`src/rtl/mini_src_pkg.sv`:
```
// mini_src_pkg: shared widths, FIFO depth and read-FSM encoding for the input port
package mini_src_pkg;
    localparam int WORD_W       = 32;
    localparam int INPORT_DEPTH = 4;
    localparam int PTR_W        = 2;
    localparam int CNT_W        = 3;
    typedef enum logic [1:0] {IDLE, HOLD, POP} rd_state_t;
endpackage

```
`src/rtl/inport_fifo.sv`:
```
// inport_fifo: 4-deep word FIFO with wrap-around pointers
// ports: clk, clr (async), push/pop strobes, wdata in; head, head_next (word behind head), count out
module inport_fifo
    import mini_src_pkg::*;
(
    input  logic              clk,
    input  logic              clr,
    input  logic              push,
    input  logic              pop,
    input  logic [WORD_W-1:0] wdata,
    output logic [WORD_W-1:0] head,
    output logic [WORD_W-1:0] head_next,
    output logic [CNT_W-1:0]  count
);
    logic [WORD_W-1:0] mem [INPORT_DEPTH];
    logic [PTR_W-1:0]  wr_ptr, rd_ptr;
    always_ff @(posedge clk)
        if (push) mem[wr_ptr] <= wdata;
    always_ff @(posedge clk or posedge clr)
        if (clr) begin
            wr_ptr <= '0;
            rd_ptr <= '0;
            count  <= '0;
        end else begin
            if (push) wr_ptr <= wr_ptr + PTR_W'(1);
            if (pop)  rd_ptr <= rd_ptr + PTR_W'(1);
            count <= count + CNT_W'(push) - CNT_W'(pop);
        end
    assign head      = mem[rd_ptr];
    assign head_next = mem[rd_ptr + PTR_W'(1)];
endmodule

```
`src/rtl/in_port_unit.sv`:
```
// in_port_unit: buffered input port between an external device and the bus multiplexer
// ports: clk, clr (async); dev_data/dev_valid/dev_ready device handshake; In_Portout read strobe;
//        BusMuxIn_InPort bus word; inport_empty/full/count status; status_clr, inport_ovf/udf sticky flags
// macro INPORT_STATUS_EN enables the sticky overflow/underflow flags
module in_port_unit
    import mini_src_pkg::*;
(
    input  logic              clk,
    input  logic              clr,
    input  logic [WORD_W-1:0] dev_data,
    input  logic              dev_valid,
    output logic              dev_ready,
    input  logic              In_Portout,
    output logic [WORD_W-1:0] BusMuxIn_InPort,
    output logic              inport_empty,
    output logic              inport_full,
    output logic [CNT_W-1:0]  inport_count,
    input  logic              status_clr,
    output logic              inport_ovf,
    output logic              inport_udf
);
    rd_state_t         state, state_nx;
    logic [WORD_W-1:0] out_reg, out_nx, head, head_next;
    logic              pend, pend_nx, fifo_push, fifo_pop, enter, head_ok;
    assign inport_empty = inport_count == '0;
    assign inport_full  = inport_count == CNT_W'(INPORT_DEPTH);
    assign dev_ready    = !inport_full;
    assign fifo_push    = dev_valid && dev_ready;
    // pend remembers whether the read that entered HOLD found a word to remove
    assign fifo_pop     = state == POP && pend;
    assign enter        = In_Portout && state != HOLD;
    // on POP->HOLD the head being removed this edge is skipped
    assign head_ok      = fifo_pop ? inport_count > CNT_W'(1) : !inport_empty;
    inport_fifo u_fifo (
        .clk       (clk),
        .clr       (clr),
        .push      (fifo_push),
        .pop       (fifo_pop),
        .wdata     (dev_data),
        .head      (head),
        .head_next (head_next),
        .count     (inport_count)
    );
    always_ff @(posedge clk or posedge clr)
        if (clr) state <= IDLE;
        else     state <= state_nx;
    always_comb begin
        state_nx = In_Portout ? HOLD : (state == HOLD ? POP : IDLE);
        out_nx   = enter ? (head_ok ? (fifo_pop ? head_next : head) : '0) : (In_Portout ? out_reg : '0);
        pend_nx  = enter ? head_ok : (state == HOLD && pend);
    end
    always_ff @(posedge clk or posedge clr)
        if (clr) begin
            out_reg <= '0;
            pend    <= 1'b0;
        end else begin
            out_reg <= out_nx;
            pend    <= pend_nx;
        end
    assign BusMuxIn_InPort = out_reg;
`ifdef INPORT_STATUS_EN
    always_ff @(posedge clk or posedge clr)
        if (clr) begin
            inport_ovf <= 1'b0;
            inport_udf <= 1'b0;
        end else if (status_clr) begin
            inport_ovf <= 1'b0;
            inport_udf <= 1'b0;
        end else begin
            if (dev_valid && inport_full) inport_ovf <= 1'b1;
            if (state == IDLE && In_Portout && inport_empty) inport_udf <= 1'b1;
        end
`else
    logic unused_status_clr;
    assign unused_status_clr = status_clr;
    assign inport_ovf = 1'b0;
    assign inport_udf = 1'b0;
`endif
endmodule
```
`config.mk`:
```
export PLATFORM = sky130hd
export DESIGN_NAME = in_port_unit
export DESIGN_NICKNAME = d
export VERILOG_FILES = /design/src/rtl/mini_src_pkg.sv /design/src/rtl/inport_fifo.sv /design/src/rtl/in_port_unit.sv
export SDC_FILE = /design/constraint.sdc
export NUM_CORES = 1
export LEC_CHECK = 0
export CORE_UTILIZATION = 60
export CTS_CLUSTER_DIAMETER = 40
export DETAILED_ROUTE_END_ITERATION = 6
export GPL_ROUTABILITY_DRIVEN = 0
export PLACE_DENSITY = 0.83
export SLEW_MARGIN = 30
export SYNTH_ARGS = -nofsm -noshare
export SYNTH_HDL_FRONTEND = slang
export SYNTH_SLANG_ARGS = --single-unit
```
`constraint.sdc`:
```
create_clock -name clk -period 4.2 [get_ports clk]
set_input_delay 1.05 -clock clk [delete_from_list [all_inputs] [get_ports clk]]
set_output_delay 1.05 -clock clk [all_outputs]
set_load 0.05 [all_outputs]
```
==> results of run 1 <==
==> where the power goes <==
part / total, mW / switching, mW / internal (mW)
combinational: 2.35 / 1.29 / 1.07
sequential: 2.57 / 0.332 / 2.24
clock: 1.45 / 0.595 / 0.853
total: 6.37 / 2.21 / 4.15
==> how the worst max path moves through the flow <==
stage               startpoint               end  slack [ns]
6_report       u_fifo.count[0]      inport_empty        0.95
5_1_grt        u_fifo.count[0]      inport_empty        0.87
4_1_cts        u_fifo.count[0]      inport_empty        0.94
3_5_place_dp         dev_valid  u_fifo.mem[1][1]        0.93
3_3_place_gp         dev_valid  u_fifo.mem[0][1]        1.02
2_1_floorplan  u_fifo.count[1]  u_fifo.mem[0][0]        1.13
==> worst max-delay path: cells and delay by family, from the launching register on <==
| kind | cells | cell delay, ns |
|---|---|---|
| DFF | 1 | 0.41 |
| and+or+nand+nor | 1 | 0.49 |
| buffers and inverters | 2 | 0.87 |
==> registers in the layout (all words and copies together) (netlist names) <==
signal and flops:
u_fifo.count 3, u_fifo.rd_ptr 2, BusMuxIn_InPort 32, u_fifo.wr_ptr 2, pend 1, state 2
u_fifo.mem 128
==> metal layers <==
metal	up-vias	share of wire	track usage
met3	27	0.054	0.04394
met5	-	0	0
met2	190	0.57	0.4743
met1	2303	0.35	0.2891
met4	0	0.023	0.1351
li1	1894	-	-
==> cells by family after synthesis <==
group,after synthesis,share of synthesized area
multiplexers,65,0.1908
adder cells (fa/ha/maj),9,0.01577
XOR/XNOR,4,0.004602
AND/OR/NAND/NOR,82,0.05915
AO/OA/AOI/OAI,37,0.03615
other,1,0.0004925
flip-flops,170,0.6428
buffers and inverters,80,0.05028
==> final cells by class <==
type                            instances  area, sq um
Clock buffer                           23        478.0
Clock inverter                          9        71.32
Fill cell                             770         3224
Inverter                               43        163.9
Multi-Input combinational cell        199         2346
Sequential cell                       170         4900
Tap cell                              168        210.2
Timing Repair Buffer                   83        818.3
==> Yosys cell counts (all sizes together) (2+ instances only) <==
master  number
xnor2        3
dfrtp       42
o211ai      32
nand4       32
nand2       35
and3b        2
nor2b        2
ha           8
clkbuf       7
inv         43
a21oi        2
and2         4
buf         30
edfxtp     128
mux4        64
==> layout by cell type (no fill, tap or decap), types with 3 or more instances in the layout <==
cell type and instances:
clkbuf_8 3, dfrtp_1 40, clkbuf_16 17, o211ai_1 32
and2_2 4, inv_1 41, clkdlybuf4s50_1 73, clkinv_2 3
xnor2_1 3, clkbuf_1 3, clkinv_1 3, buf_4 9
nand4_1 32, mux4_2 64, edfxtp_1 128, nand2_1 35
ha_1 8
==> impl_metrics.ini, run 1 <==
[route]
wl_per_cell_um = 22.05
vias_per_cell = 6.351
route.antenna.remaining_nets = 0
dr.pass1.iters = 5
drc = 0
wirelength_um = 15330
dr_total_vias = 4414
drt-initial-drc-count = 322

[power]
power.total_mw = 6.369
leakage_nw = 3.177
power_density_nw_per_um2 = 708.7
ir_worst_vdd_mv = 0.3669

[synth]
yosysWarnings = 0
synth_area_leaders = edfxtp_1 (50%), mux4_2 (19%), dfrtp_1 (14%)
yosysUniqueCellTypes = 33
synth-seq-cells = 170
synth_edf_count = 128
syn_avg_cell_area_sq_um = 17.00
syn_area_sq_um = 7615
synth_top_cell_by_area = edfxtp_1
async_flop_share = 0.2471
ys_seq_area_frac = 0.6428
netlist_instances = 448
ys.flop_type = edfxtp_1
synth.top_cell.area_share = 0.5048

[cells_and_area]
synthToLayoutAreaGrowth_pct = 18.02
fin_nets = 560
final_area_sq_um = 8987
stdcell_count = 695
drive_gt1_frac = 0.2125
final_util = 0.7360
antennaDiodeCount = 0

[worst_setup_path]
critical-path-max-stage-delay_ns = 0.79
cp.arrival_ns = 2.20
critPathMaxFanout = 5
crit_path_end_kind = output pin
r2r_slack_ns = 1.81
crit_chain = or3_1 -> inv_1 -> clkdlybuf4s50_1
worstSetupStartpointType = flip-flop
critPathSlowestCell = clkdlybuf4s50_1
timing.rr.end = u_fifo.mem[1][26]
path_class = reg2out
r2r-start = u_fifo.count[1]
reg2reg_depth = 6
critPathRequiredTime_ns = 3.15

[placed_design]
port_buffers = 73
hpwl_um = 8978
postPlaceCellArea_sq_um = 8418
dp.cells = 662
dp_slack_ns = 0.9338

[floorplanning]
rows = 40
core_area_sq_um = 12210
start_util = 0.6236
die-area_sq_um = 13150
die_h_um = 114.7
die_x_um = 114.7
io_pins = 77

[clock_network]
cts_tree = yes
htree_num_levels = 4
post_cts_resized = 0
cts_root_buf = clkbuf_16
numCtsBuffers = 17
clk_latency_ns = 0.42
post-cts-setup-buffers = 0
cts_sinks = 170
cts_hold_buf = 0
clk_pin_slew_ns = 0.06
ctsLongestPathBuffers = 2

[timing]
finalWorstSetupSlack_ns = 0.9473
relSlewSlack = 0.3486
max_freq_mhz = 307.4
final_hold_viol_count = 0
worst_pin_slew_ns = 0.9772
period_needed_ns = 3.253
period_share = 0.7745
rsz0062_at_grt = no
setup_viol = 0
whs_ns = 0.4936
worst_clock_skew_ns = 0.005836
fin_setup_tns_ns = 0
slew_violations = 0

[worst_hold_path]
min_from = BusMuxIn_InPort[14]
whs_endpoint = BusMuxIn_InPort[14]
holdCritPathClass = reg2reg
hold_depth = 2

[grt]
grt_antenna_before_repair = 0
grt_overflow = 0
grt_pass1_vias = 4751
grt_pass1_wl_um = 24210
grt_max_degree = 51
track_usage = 0.2585

[flow_run]
max-cap-violations = 0

[outcome]
status = finished, final reports clean
(Power assumes the default switching activity.)
==> run 2, diff against run 1 <==
- CORE_UTILIZATION: 60 -> 57
- PLACE_DENSITY: 0.83 -> 0.8
- clock period: 4.2 -> 3.05 ns (I/O delays scaled with it)
==> run 2 against run 1 <==
Net effect: core utilization shrank 2.1 points; sequential power grew 38%; combinational power grew 40%; clock-buffer cell count decreased by 1; cell area is 2.1% higher; first-iteration DRC count down 5.6%; largest cell class unchanged.
==> impl_metrics.ini, run 2 (synthesis results as in run 1) <==
[route]
dr.pass1.iters = 5
route.antenna.remaining_nets = 0
wirelength_um = 15910
drt-initial-drc-count = 304
drc = 0
wl_per_cell_um = 22.43
dr_total_vias = 4490
vias_per_cell = 6.333

[clock_network]
clk_pin_slew_ns = 0.06
numCtsBuffers = 17
cts_sinks = 170
cts_tree = yes
post-cts-setup-buffers = 0
clk_latency_ns = 0.44
ctsLongestPathBuffers = 2
cts_hold_buf = 0
cts_root_buf = clkbuf_16
htree_num_levels = 4

[floorplanning]
die_x_um = 117.6
rows = 41
start_util = 0.5938
die_h_um = 117.6
core_area_sq_um = 12820
io_pins = 77
die-area_sq_um = 13830

[grt]
grt_overflow = 0
grt_antenna_before_repair = 0
grt_pass1_wl_um = 25410
grt_pass1_vias = 4728
track_usage = 0.2497
grt_max_degree = 36

[cells_and_area]
multi_input_area_sq_um = 2346
largest_reg_flops = 128
fin_nets = 570
synthToLayoutAreaGrowth_pct = 20.47
top_register = u_fifo.mem
final_cell_mix = edfxtp_1 (128), clkdlybuf4s50_1 (72), mux4_2 (64), inv_1 (41), dfrtp_1 (40)
seqCellArea_sq_um = 4900
antennaDiodeCount = 0
mostFrequentLayoutCell = edfxtp_1
drive_gt1_frac = 0.2328
nFillCells = 802

[timing]
rsz0062_at_grt = no
period_share = 0.9115
worst_pin_slew_ns = 0.8853
finalWorstSetupSlack_ns = 0.2700
setup_viol = 0
max_freq_mhz = 359.7
worst_clock_skew_ns = 0.007464
fin_setup_tns_ns = 0
relSlewSlack = 0.4098
period_needed_ns = 2.780
slew_violations = 0
final_hold_viol_count = 0

[placed_design]
port_buffers = 73
dp_slack_ns = 0.5293
hpwl_um = 9656

[power]
power_density_nw_per_um2 = 995.1
ir_worst_vdd_mv = 0.4515
leakage_nw = 3.284

[worst_hold_path]
holdCritPathClass = in2async

[worst_setup_path]
critPathMaxFanout = 4
worstSetupStartpointType = flip-flop
critPathRequiredTime_ns = 2.29
cp.arrival_ns = 2.02
crit_path_end_kind = output pin
path_class = reg2out

[flow_run]
max-cap-violations = 0

[outcome]
status = finished, final reports clean
## run 2: layer usage
metal / routed length [um] / track usage / vias to the layer above
met5: 0 / 0 / -
met4: 411 / 0.1242 / 0
met3: 1069 / 0.05233 / 34
met2: 8367 / 0.4283 / 226
met1: 6057 / 0.3016 / 2319
li1: - / - / 1911
## run 2: path summary, 6_finish.rpt
kind / cells after the start / slack (ns) / start / endpoint
max: 4 / 0.27 / u_fifo.count[1] / inport_full
min: 2 / 0.49 / clr / u_fifo.count[1]
max reg2reg: 4 / 0.91 / u_fifo.rd_ptr[1] / BusMuxIn_InPort[12]
min reg2reg: 2 / 0.49 / BusMuxIn_InPort[8] / BusMuxIn_InPort[8]
max in group asynchronous: 3 / 2.02 / clr / u_fifo.rd_ptr[0]
min in group clk: 2 / 0.49 / BusMuxIn_InPort[8] / BusMuxIn_InPort[8]
## run 2: repair_timing
item                                   in CTS  in global routing
endpoints found under the hold margin       0                  0
resized for setup                           0                  1
setup endpoints to repair                   0                  1
## run 2: through the flow
stage | utilization | hold slack [ns] | instance area (sq um) | total power [mW] | instances
after floorplan | - | 0.5339 | 7624 | 5.951 | 449
after global placement | 0.6660 | 0.4785 | 8541 | 6.744 | 677
after detailed placement | 0.6660 | 0.4865 | 8541 | 6.895 | 677
after CTS | 0.7151 | 0.4776 | 9171 | 9.186 | 709
after global routing | 0.7153 | 0.4832 | 9174 | 9.520 | 709
final | 0.7153 | 0.4928 | 9174 | 9.129 | 709
## run 2: where the power goes
group / switching, mW / leakage [nW] / internal, mW
registers: 0.479 / 1.72 / 3.08
clock network: 0.860 / 0.301 / 1.42
logic: 1.78 / 1.27 / 1.52
total: 3.12 / 3.28 / 6.01
## run 2: worst max-delay path: stages (launching register included)
cell and delay, ns:
dfrtp_1 0.41, inv_1 0.16, nand3_1 0.14, inv_2 0.08, clkdlybuf4s50_1 0.79
## run 2: cell type report
type	instances	area share
Clock buffer	22	0.05060
Clock inverter	10	0.01814
Inverter	43	0.01759
Multi-Input combinational cell	199	0.2557
Sequential cell	170	0.5341
Tap cell	172	0.02346
Timing Repair Buffer	93	0.1004
